`src/rtl/uart_mon_pkg.sv`:
```
// Shared types and defaults for the UART monitor framer.
// Holds the frame header default and the framer state encoding.
package uart_mon_pkg;

    localparam logic [15:0] SYNC_WORD_DEF = 16'hA55A;

    typedef enum logic [1:0] {
        IDLE,
        HDR,
        SEQ,
        DATA
    } mon_state_t;

endpackage

```
`src/rtl/mon_sync_fifo.sv`:
```
// Single-clock FIFO with a registered occupancy count.
// Read data is presented from the head entry so a pop can load it directly.
module mon_sync_fifo #(
    parameter int DEPTH = 16,
    parameter int W     = 16
) (
    input  logic                   clk,
    input  logic                   rst_n,
    input  logic                   push,
    input  logic [W-1:0]           push_data,
    input  logic                   pop,
    output logic [W-1:0]           rd_data,
    output logic                   full,
    output logic                   empty,
    output logic [$clog2(DEPTH):0] level
);

    localparam int AW = $clog2(DEPTH);
    localparam logic [AW:0] FULL_LVL = (AW+1)'(DEPTH);

    logic [W-1:0]  mem [DEPTH];
    logic [AW-1:0] wr_ptr;
    logic [AW-1:0] rd_ptr;
    logic          do_push;
    logic          do_pop;

    assign full    = (level == FULL_LVL);
    assign empty   = (level == '0);
    assign do_push = push && !full;
    assign do_pop  = pop && !empty;
    assign rd_data = mem[rd_ptr];

    // Storage array; contents need no reset since level gates every read.
    always_ff @(posedge clk) begin
        if (do_push) begin
            mem[wr_ptr] <= push_data;
        end
    end

    // Pointers and occupancy; simultaneous push and pop leave level unchanged.
    always_ff @(posedge clk or negedge rst_n) begin
        if (!rst_n) begin
            wr_ptr <= '0;
            rd_ptr <= '0;
            level  <= '0;
        end else begin
            if (do_push) begin
                wr_ptr <= wr_ptr + 1'b1;
            end
            if (do_pop) begin
                rd_ptr <= rd_ptr + 1'b1;
            end
            if (do_push && !do_pop) begin
                level <= level + 1'b1;
            end else if (do_pop && !do_push) begin
                level <= level - 1'b1;
            end
        end
    end

endmodule

```
`src/rtl/uart_mon_framer.sv`:
```
// Buffers monitor samples and emits SYNC / seq / FRAME_LEN-sample frames
// on a registered valid/ready stream, counting samples dropped when full.
module uart_mon_framer
    import uart_mon_pkg::*;
#(
    parameter int          DEPTH     = 16,
    parameter int          FRAME_LEN = 8,
    parameter logic [15:0] SYNC_WORD = SYNC_WORD_DEF
) (
    input  logic                   clk,
    input  logic                   rst_n,
    input  logic                   enable,
    input  logic [15:0]            in_data,
    input  logic                   in_valid,
    output logic [15:0]            out_data,
    output logic                   out_valid,
    input  logic                   out_ready,
    output logic                   overflow,
    input  logic                   clr_ovf,
    output logic [7:0]             drop_cnt,
    output logic [$clog2(DEPTH):0] fifo_level,
    output logic                   busy
);

    localparam logic [7:0] LAST_CNT = 8'(FRAME_LEN - 1);

    mon_state_t  state;
    mon_state_t  state_nxt;
    logic [15:0] data_nxt;
    logic        valid_nxt;
    logic [15:0] seq;
    logic [15:0] seq_nxt;
    logic [7:0]  data_cnt;
    logic [7:0]  cnt_nxt;
    logic        pop;
    logic        xfer;
    logic        drop;
    logic [15:0] fifo_rd;
    logic        fifo_full;
    logic        fifo_empty;

    mon_sync_fifo #(
        .DEPTH (DEPTH),
        .W     (16)
    ) u_fifo (
        .clk       (clk),
        .rst_n     (rst_n),
        .push      (in_valid),
        .push_data (in_data),
        .pop       (pop),
        .rd_data   (fifo_rd),
        .full      (fifo_full),
        .empty     (fifo_empty),
        .level     (fifo_level)
    );

    assign xfer = out_valid && out_ready;
    assign drop = in_valid && fifo_full;
    assign busy = (state != IDLE);

    // Frame sequencing: choose the next output word and when to pop.
    always_comb begin
        state_nxt = state;
        data_nxt  = out_data;
        valid_nxt = out_valid;
        seq_nxt   = seq;
        cnt_nxt   = data_cnt;
        pop       = 1'b0;
        unique case (state)
            IDLE: begin
                if (enable && !fifo_empty) begin
                    state_nxt = HDR;
                    data_nxt  = SYNC_WORD;
                    valid_nxt = 1'b1;
                end
            end
            HDR: begin
                if (xfer) begin
                    state_nxt = SEQ;
                    data_nxt  = seq;
                end
            end
            SEQ: begin
                if (xfer) begin
                    state_nxt = DATA;
                    if (!fifo_empty) begin
                        pop       = 1'b1;
                        data_nxt  = fifo_rd;
                        valid_nxt = 1'b1;
                    end else begin
                        valid_nxt = 1'b0;
                    end
                end
            end
            DATA: begin
                if (xfer && data_cnt == LAST_CNT) begin
                    state_nxt = IDLE;
                    valid_nxt = 1'b0;
                    cnt_nxt   = 8'd0;
                    seq_nxt   = seq + 16'd1;
                end else begin
                    if (xfer) begin
                        cnt_nxt = data_cnt + 8'd1;
                    end
                    if ((!out_valid || xfer) && !fifo_empty) begin
                        pop       = 1'b1;
                        data_nxt  = fifo_rd;
                        valid_nxt = 1'b1;
                    end else if (xfer) begin
                        valid_nxt = 1'b0;
                    end
                end
            end
            default: begin
                state_nxt = IDLE;
            end
        endcase
    end

    // State, output register, sequence number and data counter.
    always_ff @(posedge clk or negedge rst_n) begin
        if (!rst_n) begin
            state     <= IDLE;
            out_data  <= 16'd0;
            out_valid <= 1'b0;
            seq       <= 16'd0;
            data_cnt  <= 8'd0;
        end else begin
            state     <= state_nxt;
            out_data  <= data_nxt;
            out_valid <= valid_nxt;
            seq       <= seq_nxt;
            data_cnt  <= cnt_nxt;
        end
    end

    // Drop accounting; a clear pulse wins over a coincident drop.
    always_ff @(posedge clk or negedge rst_n) begin
        if (!rst_n) begin
            overflow <= 1'b0;
            drop_cnt <= 8'd0;
        end else if (clr_ovf) begin
            overflow <= 1'b0;
            drop_cnt <= 8'd0;
        end else if (drop) begin
            overflow <= 1'b1;
            if (drop_cnt != 8'hFF) begin
                drop_cnt <= drop_cnt + 8'd1;
            end
        end
    end

endmodule

```
`config.mk`:
```
export PLATFORM = sky130hd
export DESIGN_NAME = uart_mon_framer
export DESIGN_NICKNAME = d
export VERILOG_FILES = /design/src/rtl/uart_mon_pkg.sv /design/src/rtl/mon_sync_fifo.sv /design/src/rtl/uart_mon_framer.sv
export SDC_FILE = /design/constraint.sdc
export NUM_CORES = 1
export LEC_CHECK = 0
export ABC_AREA = 1
export CAP_MARGIN = 20
export CORE_MARGIN = 10
export CORE_UTILIZATION = 45
export CTS_CLUSTER_DIAMETER = 30
export DETAILED_ROUTE_END_ITERATION = 10
export DONT_BUFFER_PORTS = 1
export PLACE_DENSITY = 0.68
export SLEW_MARGIN = 40
export SYNTH_ARGS = -nofsm -noshare
export SYNTH_HDL_FRONTEND = slang
export SYNTH_SLANG_ARGS = --single-unit
```
`constraint.sdc`:
```
create_clock -name clk -period 2.3 [get_ports clk]
set_clock_uncertainty 0.15 [all_clocks]
set_input_delay 0.69 -clock clk [delete_from_list [all_inputs] [get_ports clk]]
set_output_delay 0.69 -clock clk [all_outputs]
set_load 0.05 [all_outputs]
```
==> results.toml <==
[floorplanning]
die_area_um2 = 39300
io_pins = 54
rows = 65
die_h_um = 198
core-area_um2 = 31500
start_util_pct = 45.4
die_x_um = 198

[power]
clkPwrFrac_pct = 36.1
p_sw_share_pct = 36.5
power.share.sequential_pct = 32.0
powerDensity_nw_per_um2 = 1420
internal_power_uw = 15900
p_leak_uw = 0.00747
total_power_uw = 25000
ir_drop_v = 0.000767
pwr-share-comb_pct = 31.9
p_switching_uw = 9130

[critical_path]
cp_slowest_cell = "dfrtp_1"
r2r-start = "data_cnt[0]$_DFFE_PN0P_"
worst_path_most_repeated_cell = "ha_4"
crit_path_start_kind = "flop"
arrival_ns = 2.75
cp-end-kind = "flop"
r2r_end = "u_fifo.level[4]$_DFFE_PN0P_"
worstPathRequired_ns = 2.62
worstSetupPathType = "flop to flop"
cp_slowest_stage_delay_ns = 0.40
reg2reg_depth = 16
crit_path_max_fanout = 5
crit_chain = "ha_4 > nand3_4 > nor2_4 > nand2_4 > nand4_1 > o21ai_2 > inv_2 > ha_4 > inv_6 > fa_2 > nand2_2 > a21oi_2 > nor2_1 > nand2_1 > nand3_2 > xor2_1"
r2r_setup_slack_ns = -0.13
critPathLaunch = "data_cnt[0]$_DFFE_PN0P_"

[status]
status = "finished, violations left"
violations = "negative setup slack"

[sta]
fmax_mhz = 411
worst_slew_pin_slew_ns = 0.566
period_share_pct = 106
layout_min_cycle_time_ns = 2.43
worst_slack_ns = -0.132
finalSetupViolCount = 1
final_hold_viol_count = 0
finalSetupTns_ns = -0.132
final_max_slew_viol_count = 0
hold_ws_ns = 0.0526
slew_headroom_pct = 62.3
rsz0062_at_grt = "true"

[yosys]
synth_common_cells = "nand2_1, edfxtp_1, nand3_1"
syn_area_um2 = 14300
syn_inst = 1409
ys_seq_area_share_pct = 65.1
synth_area_leader_cell = "edfxtp_1"
ys.flop_type = "edfxtp_1"
ys_warn_count = 0
synth_top_cell_area_share_pct = 53.7
syn_avg_cell_area_um2 = 10.2
synth_edf_count = 256
synth-async-reset-ratio_pct = 20.2
netlist-cell-type-count = 36
ys_ff_latch = 321
postSynthNetCount = 1449
synth.most_common_cell = "nand2_1"
synth.area.top_cells = "edfxtp_1, dfrtp_1, nand2_1"

[grt]
grt_max_degree = 66
grtUsageMet2_pct = 28.9
gr-usage-all-layers_pct = 17.6
use_met3_pct = 3.31
grt_pass1_wl_um = 53800
antenna_found_initial = 0
grt_pass1_vias = 9743
grtUsageMet1_pct = 22.8
busiest_layer = "met2"
grt_remaining_overflow = 0

[routing]
dr.first_iter.drc_count = 963
firstDrtPassIters = 5
wl_per_cell_um = 17.7
viasPerCell = 5.18
ant_nets = 0
drc_errors = 0
vias = 10100
routed_wl_um = 34400

[cts]
cts_tree = "done"
cts_sinks = 321
cts-root-buf = "clkbuf_16"
clkSlewWorstSetupHoldPaths_ns = 0.05
clock_path_buffers = 3
cts_max_level = 2
clock_latency_ns = 0.58
cts_buffers = 55

[finish]
fin_util_pct = 56.0
layout.nets = 1536
drive_above_1_share_pct = 16.0
syn_to_final_growth_pct = 23.3
diodes = 0

[min_path]
hold_path.class = "input pin to flop"
hold_path.startpoint = "in_data[14]"
hold_path_end = "u_fifo.mem[15][14]$_DFFE_PP_"
hold_depth = 0

[placed_design]
dpl.hpwl_um = 20600
gp_congestion = 0.829
port_buffers = 0

[job]
maxCapViolations = 0
[stage by stage]
stage / std cells / cell area, um2 / setup WS (ns)
3_3_place_gp: 1838 / 15400 / -0.187
4_1_cts: 1943 / 17600 / -0.122
6_report: 1943 / 17600 / -0.132
5_1_grt: 1943 / 17600 / -0.272
2_1_floorplan: 1409 / 14400 / -0.222
3_5_place_dp: 1838 / 15400 / -0.276
[worst max-delay path: cells and delay by family (launching register included)]
| family | cells | cell delay, ns |
|---|---|---|
| compound gates | 2 | 0.14 |
| xor+xnor | 1 | 0.13 |
| fa+ha+maj | 3 | 0.69 |
| buf+inv | 2 | 0.12 |
| flops | 1 | 0.40 |
| simple gates | 8 | 0.71 |
[layout by cell type (no fill, tap or decap), types with 5 or more instances in the layout]
cell type and n:
a21oi_1 19, buf_12 13, buf_4 69, bufinv_16 15
clkbuf_16 55, clkinv_1 6, clkinv_2 7, clkinvlp_4 10
dfrtp_1 57, dfrtp_2 7, edfxtp_1 256, ha_1 12
ha_4 5, inv_1 149, inv_2 6, inv_6 6
nand2_1 413, nand3_1 160, nand4_1 7, nor2_1 100
nor2_2 20, nor3_1 14, o211ai_1 16, o21ai_0 50
xnor2_1 6, xor2_1 20
[layer usage]
| metal | vias up | wire, um |
|---|---|---|
| met5 | - | 0 |
| met4 | 0 | 913 |
| met3 | 68 | 2400 |
| met2 | 343 | 16800 |
| met1 | 4813 | 14200 |
| li1 | 4834 | - |
[registers in the layout (all words and copies together), names as in the netlist]
| signal | cells |
|---|---|
| u_fifo.mem | 256 |
| out_data | 16 |
| seq | 16 |
| data_cnt | 8 |
| drop_cnt | 8 |
| u_fifo.level | 5 |
| u_fifo.rd_ptr | 4 |
| u_fifo.wr_ptr | 4 |
| state | 2 |
| out_valid | 1 |
| overflow | 1 |
[repair_timing]
| action | in CTS | in global routing |
|---|---|---|
| hold endpoints to repair | 65 | 0 |
| gates resized for setup | 12 | 8 |
| endpoints found under the setup margin | 3 | 4 |
| setup buffers | 1 | 0 |
| pin swaps | 8 | 8 |
| hold buffers | 2 | 0 |
[power by group through the flow]
| stage | Clock (uW) | Combinational, uW | Sequential, uW |
|---|---|---|---|
| finish | 9030 | 8000 | 8020 |
| global route | 9430 | 8850 | 8070 |
| CTS | 9130 | 7910 | 8010 |
| detailed placement | 0 | 7710 | 8110 |
| global placement | 0 | 7560 | 8080 |
| floorplan | 0 | 5140 | 8170 |
[layout make-up]
| type | instances | area, um2 |
|---|---|---|
| Inverter | 163 | 638 |
| Clock inverter | 44 | 698 |
| Multi-Input combinational cell | 870 | 4250 |
| Sequential cell | 321 | 9330 |
| Fill cell | 2539 | 13800 |
| Timing Repair Buffer | 85 | 827 |
| Tap cell | 402 | 503 |
| Clock buffer | 58 | 1390 |
[worst max path at each step]
| stage | to | slack [ns] |
|---|---|---|
| after floorplan | u_fifo.level[4]$_DFFE_PN0P_ | -0.22 |
| after detailed placement | u_fifo.level[4]$_DFFE_PN0P_ | -0.28 |
| after CTS | u_fifo.level[4]$_DFFE_PN0P_ | -0.12 |
| final | u_fifo.level[4]$_DFFE_PN0P_ | -0.13 |
| after global placement | u_fifo.level[4]$_DFFE_PN0P_ | -0.19 |
| after global routing | u_fifo.level[4]$_DFFE_PN0P_ | -0.27 |
[kinds of logic after synthesis]
kind of cell,count (synthesis),share of synthesized area [%]
and+or+nand+nor,734,21.8
DFF,321,65.1
buffers and inverters,218,6.30
AOI/OAI and AO/OA,92,3.56
xor gates and xnor gates,26,1.59
adders and majority gates,18,1.63
No activity file was read; power rests on OpenSTA's default activity.
